--- config.mk ---
export PLATFORM = sky130hd
export DESIGN_NAME = vec_norm_eval_flat
export DESIGN_NICKNAME = d
export VERILOG_FILES = /design/src/rtl/vec_norm_eval_if.sv /design/src/rtl/vec_norm_eval.sv /design/src/flat_wrapper.sv
export SDC_FILE = /design/constraint.sdc
export NUM_CORES = 1
export LEC_CHECK = 0
export CAP_MARGIN = 25
export CORE_MARGIN = 2
export CORE_UTILIZATION = 45
export DETAILED_ROUTE_END_ITERATION = 16
export PLACE_DENSITY = 0.71
export SETUP_SLACK_MARGIN = 0.02
export SYNTH_ARGS = -nofsm -noshare
export SYNTH_HDL_FRONTEND = slang
export SYNTH_SLANG_ARGS = --single-unit
--- constraint.sdc ---
create_clock -name clk_i -period 3.5 [get_ports clk_i]
set_clock_uncertainty 0.1 [all_clocks]
set_input_delay 0.7 -clock clk_i [delete_from_list [all_inputs] [get_ports clk_i]]
set_output_delay 0.7 -clock clk_i [all_outputs]
set_load 0.005 [all_outputs]
--- src/rtl/vec_norm_eval_if.sv ---
// Purpose: start/busy handshake and operand/result bus for vec_norm_eval.
// Latency: wires only, no state.
// Backpressure: none; a requester waits on busy_o and watches done_o.
// Ports: vec_bi (N*W packed operands, channel k at [k*W +: W]), mode_i,
//        start_i, busy_o, done_o, y_bo (SW-bit result).
interface vec_norm_eval_if #(
  parameter int W = 8,
  parameter int N = 4
);
  localparam int SW = 2*W + $clog2(N);

  logic [N*W-1:0] vec_bi;
  logic           mode_i;
  logic           start_i;
  logic           busy_o;
  logic           done_o;
  logic [SW-1:0]  y_bo;

  // Requester side (controller FSM or testbench).
  modport master (
    output vec_bi, mode_i, start_i,
    input  busy_o, done_o, y_bo
  );

  // Evaluator side.
  modport slave (
    input  vec_bi, mode_i, start_i,
    output busy_o, done_o, y_bo
  );
endinterface

--- src/rtl/vec_norm_eval.sv ---
// Purpose: floor(sqrt(sum x_k^2)) (mode 0) or sum x_k^2 (mode 1) over N unsigned W-bit channels.
// Latency: N*(W+1)+1 cycles in mode 1, N*(W+1)+RW+1 in mode 0, from the start-sampling edge to done_o.
// Backpressure: start_i is only taken in IDLE; requests while busy or in the done cycle are dropped.
// Ports: clk_i, rst_i (async active-low), bus (vec_norm_eval_if.slave).
module vec_norm_eval #(
  parameter int W = 8,
  parameter int N = 4
) (
  input  logic           clk_i,
  input  logic           rst_i,
  vec_norm_eval_if.slave bus
);
  localparam int SW   = 2*W + $clog2(N);
  localparam int RW   = (SW + 1) / 2;
  localparam int OW   = 2*RW;                 // radicand padded to whole bit pairs
  localparam int CMAX = (W > RW) ? W : RW;
  localparam int CW   = ($clog2(CMAX) > 0) ? $clog2(CMAX) : 1;
  localparam int KW   = (N > 1) ? $clog2(N) : 1;

  typedef enum logic [2:0] {
    S_IDLE,
    S_MUL,
    S_ACC,
    S_SQRT,
    S_DONE
  } state_t;

  state_t          state_q, state_d;
  logic [N*W-1:0]  vec_q, vec_d;
  logic            mode_q, mode_d;
  logic [KW-1:0]   k_q, k_d;
  logic [CW-1:0]   cnt_q, cnt_d;
  logic [2*W-1:0]  mcand_q, mcand_d;
  logic [W-1:0]    mplier_q, mplier_d;
  logic [2*W-1:0]  prod_q, prod_d;
  logic [SW-1:0]   acc_q, acc_d;
  logic [OW-1:0]   op_q, op_d;
  logic [RW+1:0]   rem_q, rem_d;
  logic [RW-1:0]   root_q, root_d;
  logic [SW-1:0]   y_q, y_d;

  // Datapath helpers shared by several states.
  logic [KW-1:0]   k_inc;
  logic [W-1:0]    ch_in, ch_nxt;
  logic [SW-1:0]   acc_sum;
  logic [RW+1:0]   rem_sh, trial;
  logic            root_bit;
  logic [RW:0]     root_ext;

  always_comb begin
    k_inc    = k_q + KW'(1);
    ch_in    = bus.vec_bi[W-1:0];
    ch_nxt   = vec_q[k_inc*W +: W];
    acc_sum  = acc_q + SW'(prod_q);
    // Restoring step: bring down the next radicand bit pair and try
    // subtracting 4*root+1. The remainder never exceeds 2*root, so its top
    // two bits are always zero before the shift.
    rem_sh   = {rem_q[RW-1:0], op_q[OW-1 -: 2]};
    trial    = {root_q, 2'b01};
    root_bit = (rem_sh >= trial);
    root_ext = {root_q, root_bit};
  end

  always_comb begin
    state_d  = state_q;
    vec_d    = vec_q;
    mode_d   = mode_q;
    k_d      = k_q;
    cnt_d    = cnt_q;
    mcand_d  = mcand_q;
    mplier_d = mplier_q;
    prod_d   = prod_q;
    acc_d    = acc_q;
    op_d     = op_q;
    rem_d    = rem_q;
    root_d   = root_q;
    y_d      = y_q;

    case (state_q)
      S_IDLE: begin
        if (bus.start_i) begin
          vec_d    = bus.vec_bi;
          mode_d   = bus.mode_i;
          acc_d    = '0;
          k_d      = '0;
          mcand_d  = {{W{1'b0}}, ch_in};
          mplier_d = ch_in;
          prod_d   = '0;
          cnt_d    = '0;
          state_d  = S_MUL;
        end
      end

      S_MUL: begin
        if (mplier_q[0]) prod_d = prod_q + mcand_q;
        mcand_d  = mcand_q << 1;
        mplier_d = mplier_q >> 1;
        cnt_d    = cnt_q + CW'(1);
        if (cnt_q == CW'(W-1)) state_d = S_ACC;
      end

      S_ACC: begin
        acc_d = acc_sum;
        if (k_q != KW'(N-1)) begin
          // Preload the next channel so MUL starts multiplying immediately.
          k_d      = k_inc;
          mcand_d  = {{W{1'b0}}, ch_nxt};
          mplier_d = ch_nxt;
          prod_d   = '0;
          cnt_d    = '0;
          state_d  = S_MUL;
        end else if (mode_q) begin
          // Result is written on the edge into DONE so it is valid with done_o.
          y_d     = acc_sum;
          state_d = S_DONE;
        end else begin
          op_d    = OW'(acc_sum);
          rem_d   = '0;
          root_d  = '0;
          cnt_d   = '0;
          state_d = S_SQRT;
        end
      end

      S_SQRT: begin
        rem_d  = root_bit ? (rem_sh - trial) : rem_sh;
        root_d = root_ext[RW-1:0];
        op_d   = op_q << 2;
        cnt_d  = cnt_q + CW'(1);
        if (cnt_q == CW'(RW-1)) begin
          y_d     = SW'(root_ext[RW-1:0]);
          state_d = S_DONE;
        end
      end

      S_DONE: begin
        state_d = S_IDLE;
      end

      default: state_d = S_IDLE;
    endcase
  end

  always_ff @(posedge clk_i or negedge rst_i) begin
    if (!rst_i) begin
      state_q  <= S_IDLE;
      vec_q    <= '0;
      mode_q   <= 1'b0;
      k_q      <= '0;
      cnt_q    <= '0;
      mcand_q  <= '0;
      mplier_q <= '0;
      prod_q   <= '0;
      acc_q    <= '0;
      op_q     <= '0;
      rem_q    <= '0;
      root_q   <= '0;
      y_q      <= '0;
    end else begin
      state_q  <= state_d;
      vec_q    <= vec_d;
      mode_q   <= mode_d;
      k_q      <= k_d;
      cnt_q    <= cnt_d;
      mcand_q  <= mcand_d;
      mplier_q <= mplier_d;
      prod_q   <= prod_d;
      acc_q    <= acc_d;
      op_q     <= op_d;
      rem_q    <= rem_d;
      root_q   <= root_d;
      y_q      <= y_d;
    end
  end

  // busy_o also covers the IDLE cycle in which a request is being accepted,
  // so a held start_i shows the done cycle as the only non-busy cycle
  // between operations. The rst_i term keeps busy_o low throughout reset.
  assign bus.busy_o = ((state_q != S_IDLE) && (state_q != S_DONE)) ||
                      ((state_q == S_IDLE) && bus.start_i && rst_i);
  assign bus.done_o = (state_q == S_DONE);
  assign bus.y_bo   = y_q;

endmodule

--- src/flat_wrapper.sv ---
// flat-port wrapper written by rule: the top's interface ports become plain ports
module vec_norm_eval_flat 
#(
  parameter int W = 8,
  parameter int N = 4
)
  (clk_i, rst_i, bus_vec_bi, bus_mode_i, bus_start_i, bus_busy_o, bus_done_o, bus_y_bo);
  vec_norm_eval_if #(.W(W), .N(N)) bus_i ();
  input  logic clk_i;
  input  logic rst_i;
  input wire logic [$bits(bus_i.vec_bi)-1:0] bus_vec_bi;
  input wire logic [$bits(bus_i.mode_i)-1:0] bus_mode_i;
  input wire logic [$bits(bus_i.start_i)-1:0] bus_start_i;
  output wire logic [$bits(bus_i.busy_o)-1:0] bus_busy_o;
  output wire logic [$bits(bus_i.done_o)-1:0] bus_done_o;
  output wire logic [$bits(bus_i.y_bo)-1:0] bus_y_bo;
  assign bus_i.vec_bi = bus_vec_bi;
  assign bus_i.mode_i = bus_mode_i;
  assign bus_i.start_i = bus_start_i;
  assign bus_busy_o = bus_i.busy_o;
  assign bus_done_o = bus_i.done_o;
  assign bus_y_bo = bus_i.y_bo;
  vec_norm_eval #(.W(W), .N(N)) u_core (.clk_i(clk_i), .rst_i(rst_i), .bus(bus_i));
endmodule
======== Word level (Yosys, flattened, before mapping) ========
Index checks and enable logic that the tools add are counted.
storage, ports and cells
  word-level logic and storage cells ...... 96
  register bits after elaboration ......... 154
cells by class
  $add $sub $neg .......................... 5
  reduce and logical (&&, ||, !) cells .... 20
  mux-type cells .......................... 39
  equal/unequal tests ..................... 17
  shifts and indexed selects .............. 1
  $lt $le $gt $ge ......................... 1
operators with widths
  operator              count
  $mux W18              6
  $pmux W18 S2          3
  $pmux W16 S3          2
  $mux W16              5
  $mux W9               5
  $pmux W9 S2           2
  $shiftx A32 B6 Y8     1
  $pmux W8 S3           1
  $add A18 B16 Y18      1
  $add A16 B16 Y16      1
  $mux W8               2
  $mux W3               5
  $reduce_and A3 Y1     5
  $mux W4               3
  $pmux W3 S4           1
  $pmux W4 S3           1
  $ge A11 B11 Y1        1
  $ne A2 B1 Y1 const B  5
  $reduce_bool A3 Y1    3
  $sub A9 B9 Y9         1
  $ne A2 B2 Y1 const B  4
  $reduce_and A4 Y1     2
  $eq A3 B2 Y1 const B  2
  $ne A3 B3 Y1 const B  2
  other kinds (14)      19

======== Logic depth before layout (Yosys ltp) ========
Gate-level depths: netlist of run 1.
  depth in word-level cells ............... 4
  mapped depth ............................ 10

======== Worst setup path after synthesis of run 1 ========
Ideal clock, no wire load.
  path type ............................... flip-flop to flip-flop
  start point ............................. reg u_core.prod_q[0]
  end point ............................... reg u_core.prod_q[14]
  setup slack ............................. 725 ps
  data required time ...................... 3274 ps
  arrival ................................. 2549 ps
  path buffers ............................ 0
  stages on the path, launching flop included .. 10
  clock period less this slack ............ 2775 ps
  setup time .............................. 126 ps
  cells stage by stage .................... dfrtp_1 ha_1 fa_1 a211oi_2 o21bai_2 a2111oi_4 o31ai_2 a31o_1 a21o_1 a221o_1
between the ends
  cells in the longest elaborated chain, start to end .. 3
RTL lines
  item                    line                  source
  start, declared         vec_norm_eval.sv:35   logic [2*W-1:0] prod_q, prod_d;
  start signal, assigned  vec_norm_eval.sv:167  prod_q <= prod_d;
  $add A16 B16 Y16        vec_norm_eval.sv:95   if (mplier_q[0]) prod_d = prod_q + mcand_q;
  $mux W16                vec_norm_eval.sv:95
  $pmux W16 S3            vec_norm_eval.sv:79   case (state_q)
No other way between the ends. The select of a mux whose other input is x is not followed.
A chain may end at the register's enable or synchronous reset.

======== Final worst setup path of run 1 ========
  start point ............................. reg u_core.state_q[2]
  end point ............................... out bus_busy_o
between the ends
  cells in the longest elaborated chain, start to end .. 4
RTL lines
  item                              line                  source
  start, declared                   vec_norm_eval.sv:28   state_t state_q, state_d;
  start signal, assigned            vec_norm_eval.sv:160  state_q <= state_d;
  $logic_not A3 Y1                  vec_norm_eval.sv:180  ((state_q == S_IDLE) && bus.start_i && rst_i);
  $logic_and A1 B1 Y1 (2 in a row)  vec_norm_eval.sv:180
  $logic_or A1 B1 Y1 (*)            vec_norm_eval.sv:179  assign bus.busy_o = ((state_q != S_IDLE) && (state_q != S_DONE)) ||
  end, declared                     flat_wrapper.sv:14    output wire logic [$bits(bus_i.busy_o)-1:0] bus_busy_o;
Every way passes the cells marked *; elsewhere a longest branch is shown, timed or not.

==> metrics.md, run 1 <==
| Metric | Value |
|---|---|
| Initial antenna violation count | 0 |
| Port bufs | 55 |
| Comb pwr share | 48.0% |
| Placer congestion estimate | 0.857 |
| Area after DPL | a little over 0.009 mm² |
| Die area | a little under 0.02 mm² |
| Nets | around 970 |
| Post-synth cell types | 70 |
| Hold buffers post-CTS | 0 |
| Synthesized area per cell | approximately 10 µm² |
| Multi-input logic area | 0.00427 mm² |
| Fmax achieved | around 340 MHz |
| Clk Latency, worst-skew pair | about 420 ps |
| Critical path peak fanout | 10 |
| Count of final max-slew check failures | 0 |
| Inserted Clock Buffers | 17 |
| First drt pass iteration count | 5 |
| Internal power | roughly 5.5 mW |
| Root buffer cell | clkbuf_16 |
| Main combinational cell family by area after synthesis | compound AO/OA/AOI/OAI gates |
| Final Hold Fails | 0 |
| CP max stage cell | dfrtp_1 |
| CP Capture Type | primary output |
| CTS tree | done |
| Delay-heaviest family, CP | flip-flops |
| Status | finished, final reports clean |
| Sequential share of power | approximately 33% |
| Post-synthesis xor/xnor area fraction | 3.34% |
| Drt drc | 0 |
| RSZ-0062 raised after global routing | no |
| Slew of the pin with the lowest slew margin | 991 ps |
| Grt ovf | 0 |
| Std cell rows | a little under 50 |
| Crit start category | flop |
| Global-route usage over all layers | about a fifth |
| Net Sw Frac | around 40% |
| Via count | around 6,300 |
| Total net switching power | around 3.7 mW |
| Syn Nets | a little over 900 |
| Post-synth EDFFs | 0 |
| Power per standard cell area | ~940 mW/mm² |
| Post-synthesis mux area share | under 10% |
| Worst path cell trace | nor2_1 -> and3_2 -> a211o_1 -> clkdlybuf4s50_1 |
| Worst min-delay path category | in -> async |
| Area Overhead vs Synth | 16.2% |
| I/O Pins | 56 |
| Initial core utilization | approximately 46% |
| Period utilization | ~85% |
| Mapped Cells | 840 |
| Max Root-Sink Buffers | 2 |
| Initial DRC Count | about 470 |
| First-pass GRT wire length | between 30 and 40 mm |
| Critical path required time | 2700 ps |
| Post-synthesis sequential area ratio | between 40% and 50% |
| Post-Synth Adder-Cell Area | about 7% |
| Compound-gate portion of the synthesized area | approximately a fifth |
| Die Wd | approximately 140 µm |
| Ys async rst share | 100% |
| FILL cells | approximately 1,700 |
| Final Power | 9.18 mW |
| Peak VDD IR | ~0.00047 V |
| Static leakage | ~4.3 nW |
| Layout cells sized above 1 | roughly an eighth |
| Post-route ant nets | 0 |
| Vias in the first global route | between 5,000 and 6,000 |
| Mapped Area | 0.00838 mm² |
| Relative slew margins | about a third |
| Crit path time final | roughly 3000 ps |
| Critical path buffer and inverter count | 1 |
| Antenna diode count | 0 |
| Clk pwr share | around a fifth |
| Clock sink count | roughly 150 |
| Htree depth | 4 |
| Synth Flop Type | dfrtp_1 |
| Largest net degree at the start of global routing | 155 |
| WL per Instance | approximately 16 µm |
| Total of max-cap violations | 0 |
| Die Ht | around 140 µm |
| Storage cell area | about 0.0039 mm² |
| Design area | 0.00974 mm² |
| Post-CTS setup buffer count | 0 |
| Fin Hold WS | about 220 ps |
| Routed Wire Length | ~18 mm |
| WS Path Type | reg -> out |
| Vias/cell | roughly 5.6 |
| Core Util, Final | between 50% and 60% |
| Hpwl dp | between 10 and 15 mm |
| Core area | 0.0181 mm² |
| Synth warn | 0 |
| Resized cells post-CTS | 0 |
| Post-Synth Simple-Gate Area | 12.0% |
| Number of synthesized register bits | around 150 |
| Worst Path Arrival | about 2200 ps |
| Clock slew at reported path FFs | about 60 ps |
| Slowest stage delay, CP | 570 ps |
| Setup TNS | 0 ps |
| Setup violations, final | 0 |
## placed cells by master (no fill, tap or decap), types with 3 or more instances in the layout
master,instances
dfrtp_1,154
nand2_1,109
a21oi_1,65
o21ai_1,57
clkdlybuf4s50_1,54
nor2_1,50
ha_1,45
mux2_2,36
a22o_1,24
o21ai_0,23
inv_1,22
nand3_1,20
xnor2_1,18
clkbuf_16,17
a21o_1,15
buf_4,15
xor2_1,14
o31ai_1,11
nor3_1,10
o22ai_1,10
o21a_1,9
mux4_2,8
and3_1,6
a31oi_1,6
a221o_1,5
mux2i_1,5
and2_1,4
o211ai_1,4
a211oi_1,4
or3_1,4
clkinv_2,4
a211o_1,3
nor2b_1,3
o21bai_1,3
nand2b_1,3
clkinvlp_4,3
clkbuf_8,3
## sequential cells by signal (all words and copies together), names as in the netlist
signal / cells
u_core.mode_q: 1
u_core.root_q: 9
u_core.bus.y_bo: 18
u_core.op_q: 18
u_core.prod_q: 16
u_core.k_q: 2
u_core.vec_q: 32
u_core.mplier_q: 8
u_core.rem_q: 9
u_core.acc_q: 18
u_core.mcand_q: 16
u_core.cnt_q: 4
u_core.state_q: 3
## metrics by stage
stage / setup WS, ps / std cells
2_1_floorplan: 725 / 840
3_3_place_gp: 527 / 1095
3_5_place_dp: 524 / 1095
4_1_cts: 499 / 1127
5_1_grt: 381 / 1127
6_report: 520 / 1127
## kinds of logic (layout without fill, tap and decap cells)
| family | after synthesis | in the layout |
|---|---|---|
| compound gates | 263 | 263 |
| simple gates | 227 | 227 |
| flops | 154 | 154 |
| buf+inv | 68 | 126 |
| mux | 49 | 49 |
| fa+ha+maj | 47 | 47 |
| xor+xnor | 32 | 32 |
## worst reg2reg max path: cells and delay by family, from the launching register on
| family | cells | cell delay (ps) |
|---|---|---|
| adder cells (fa/ha/maj) | 2 | 690 |
| flip-flops | 1 | 400 |
| AO/OA/AOI/OAI | 7 | 1610 |
## cell usage after synthesis, types with 4 or more instances
master | number | area (µm²)
a22o_1 | 24 | 210
a211oi_1 | 4 | 30.0
o21ai_1 | 57 | 285
o21a_1 | 9 | 67.6
nand3_1 | 20 | 100
or3_1 | 4 | 25.0
ha_1 | 45 | 563
mux2i_1 | 5 | 50.1
nand2_1 | 109 | 409
mux2_2 | 36 | 405
a221o_1 | 5 | 50.1
nor3_1 | 10 | 50.1
inv_1 | 22 | 82.6
mux4_2 | 8 | 180
clkbuf_1 | 33 | 124
nor2_1 | 50 | 188
buf_1 | 6 | 22.5
a31oi_1 | 6 | 37.5
o31ai_1 | 11 | 82.6
buf_2 | 5 | 25.0
o22ai_1 | 10 | 62.6
a21o_1 | 15 | 113
a21oi_1 | 65 | 325
xnor2_1 | 18 | 158
xor2_1 | 14 | 123
o211ai_1 | 4 | 30.0
o21ai_0 | 23 | 115
and3_1 | 7 | 43.8
and2_1 | 4 | 25.0
dfrtp_1 | 154 | 3850
## power groups by stage
stage	clock [mW]	sequential (mW)	combinational (mW)
finish	1.75	3.02	4.40
global route	1.88	3.12	4.95
CTS	1.79	3.02	4.42
detailed placement	0	3.05	4.40
global placement	0	3.01	4.32
floorplan	0	2.87	3.45
## per-layer routing
metal | wire (µm) | vias up | part of all wire, % | GRT usage, %
li1 | - | 3140 | - | -
met1 | 8800 | 2991 | 49 | 27.1
met2 | 8270 | 128 | 46 | 30.2
met3 | 715 | 20 | 4.0 | 4.07
met4 | 284 | 0 | 1.6 | 5.95
met5 | 0 | - | 0 | 0
## final timing paths
kind / from / end / slack, ps / depth (start not counted)
worst min register to register: u_core.mplier_q[1] / u_core.mplier_q[0] / 370 / 2
max in group asynchronous: rst_i / u_core.acc_q[9] / 2330 / 2
min in group clk_i: u_core.mplier_q[1] / u_core.mplier_q[0] / 370 / 2
worst max-delay path: u_core.state_q[2] / bus_busy_o / 520 / 4
worst min-delay path: rst_i / u_core.vec_q[13] / 220 / 2
worst max register to register: u_core.prod_q[0] / u_core.prod_q[14] / 580 / 9
## final cells by class
| cell class | count | area share [%] |
|---|---|---|
| sequential | 154 | 39.6 |
| clock inverter | 10 | 0.925 |
| inverter | 23 | 0.886 |
| tap | 229 | 2.94 |
| multi-input combinational | 618 | 43.8 |
| clock buffer | 22 | 4.87 |
| timing repair buffer | 71 | 7.03 |
Note: power is estimated with default switching activity, not from simulation.
==> run 2: changes to the inputs <==
==> constraint.sdc (replaced) <==
create_clock -name clk_i -period 3.5 [get_ports clk_i]
set_clock_uncertainty 0.1 [all_clocks]
set_input_delay 0.525 -clock clk_i [delete_from_list [all_inputs] [get_ports clk_i]]
set_output_delay 0.525 -clock clk_i [all_outputs]
set_load 0.005 [all_outputs]
==> run 2 against run 1 <==
Effect of this change:
- worst hold slack worse by 130 ps
- count of clock-buffer cells in the layout shrank 3
- routed wire length increased by 1.7%
- non-clock buffer count did not move
- via count rose by 0.96%
- register-to-register slack worse by 70 ps
- global-route usage increased by 0.43 points
- fmax shrank 0.19%
- sequential power hardly changed
- design area is 0.24% higher
- clock power is 5% higher
- highest routed layer unchanged
==> metrics.md, run 2 (same netlist as run 1, synthesis figures left out) <==
| Metric | Value |
|---|---|
| CP Capture Type | flop |
| Peak VDD IR | between 0.0004 and 0.0005 V |
| WL per Instance | approximately 16 µm |
| Worst Path Arrival | between 3000 and 4000 ps |
| Fmax achieved | roughly 330 MHz |
| Reg2reg setup slack | a little over 500 ps |
| Slowest stage delay, CP | ~440 ps |
| Max reg flops | 32 |
| Routed Wire Length | ~18 mm |
| Antenna diode count | 0 |
| Max Root-Sink Buffers | 2 |
| Drt drc | 0 |
| Critical path buffer and inverter count | 0 |
| First drt pass iteration count | 4 |
| I/O Pins | 56 |
| Crit path time final | ~3000 ps |
| Root buffer cell | clkbuf_16 |
| Static leakage | 4.34 nW |
| Slew of the pin with the lowest slew margin | ~900 ps |
| Initial core utilization | approximately 46% |
| Layout cells sized above 1 | 11.9% |
| Via count | around 6,300 |
| Critical path required time | ~3700 ps |
| Total of max-cap violations | 0 |
| Worst min-delay path category | in -> async |
| Leading cell type in the layout, fill and taps excluded | dfrtp_1 |
| Hold buffers post-CTS | 0 |
| Setup TNS | 0 ps |
| Core area | about 0.018 mm² |
| First-pass GRT wire length | 31.4 mm |
| Global-route usage over all layers | between 10% and 20% |
| Reg-to-Reg End | u_core.prod_q[14] |
| RSZ-0062 raised after global routing | no |
| Delay-heaviest family, CP | compound AO/OA/AOI/OAI gates |
| Inserted Clock Buffers | 17 |
| Vias in the first global route | 6,199 |
| Die area | 0.0197 mm² |
| Initial DRC Count | a little under 400 |
| WS Path Type | reg -> reg |
| CP max stage cell | fa_1 |
| Area Overhead vs Synth | 16.5% |
| Die Ht | around 140 µm |
| Nets | between 900 and 1,000 |
| Grt ovf | 0 |
| Inst Count DP | about 1,100 |
| Resized cells post-CTS | 0 |
| Clock slew at reported path FFs | ~70 ps |
| Power per standard cell area | 952 mW/mm² |
| Crit start category | flop |
| Worst path cell trace | ha_1 -> fa_1 -> a211oi_2 -> o21bai_2 -> a2111oi_4 -> o31ai_2 -> a31o_1 -> a21o_1 -> a221o_1 |
| Critical path peak fanout | 3 |
| Commonest cells after routing, fill and taps aside | 154 x dfrtp_1, 109 x nand2_1, 65 x a21oi_1 |
| Die Wd | 141 µm |
| Post-CTS setup buffer count | 0 |
| Reg2reg start | u_core.prod_q[0] |
| Clk Latency, worst-skew pair | around 430 ps |
| Std cell rows | slightly below 50 |
| Htree depth | 4 |
| Worst R2R Path Depth | 9 |
| Setup violations, final | 0 |
| Status | finished, final reports clean |
| Post-route ant nets | 0 |
| Finished Layout Cells | 1,127 |
| Port bufs | 55 |
| Count of final max-slew check failures | 0 |
| Final Hold Fails | 0 |
| Largest net degree at the start of global routing | roughly 160 |
| Period utilization | a little under nine tenths |
| Placer congestion estimate | between 0.8 and 0.9 |
| Hpwl dp | roughly 13 mm |
| Most flops, register | u_core.vec_q |
| CTS tree | done |
| Vias/cell | 5.62 |
| Relative slew margins | between 30% and 40% |
| Clock sink count | between 150 and 200 |
| Initial antenna violation count | 0 |
## run 2: cell type report
class	count	area, µm²
Clock inverter	13	145
Fill cell	1618	8380
Inverter	23	86.3
Timing Repair Buffer	71	684
Clock buffer	19	443
Tap cell	229	287
Sequential cell	154	3850
Multi-Input combinational cell	618	4270
## run 2: layer usage
metal / vias to the layer above / part of all wire [%] / wire length (µm) / global-route usage (%)
li1: 3133 / - / - / -
met1: 3023 / 46 / 8450 / 26.2
met2: 160 / 47 / 8660 / 31.8
met3: 23 / 5.0 / 916 / 5.06
met4: 0 / 2.0 / 367 / 6.47
met5: - / 0 / 0 / 0
## run 2: worst max path at each step
stage / start / end / slack, ps / cells after the start
floorplan: u_core.prod_q[0] / u_core.prod_q[14] / 730 / 9
global placement: u_core.prod_q[0] / u_core.prod_q[14] / 590 / 9
global route: u_core.prod_q[0] / u_core.prod_q[14] / 370 / 9
finish: u_core.prod_q[0] / u_core.prod_q[14] / 510 / 9
CTS: u_core.prod_q[0] / u_core.prod_q[14] / 530 / 9
detailed placement: u_core.prod_q[0] / u_core.prod_q[14] / 540 / 9
## run 2: power by group
part / total (mW) / internal [mW] / switching (mW)
clock: 1.84 / 1.07 / 0.771
combinational: 4.43 / 1.96 / 2.48
sequential: 3.02 / 2.51 / 0.510
## run 2: stage by stage
stage                     utilization [%]  setup slack (ps)  hold slack, ps  instance area [µm²]  total power, mW
after detailed placement             50.6               540             369                 9180             7.47
after global placement               50.6               591             351                 9180             7.35
after CTS                            53.8               529             202                 9770             9.35
after floorplan                         -               725             129                 8380             6.32
after global routing                 53.8               366             179                 9770             10.0
final                                53.8               514            91.9                 9770             9.30
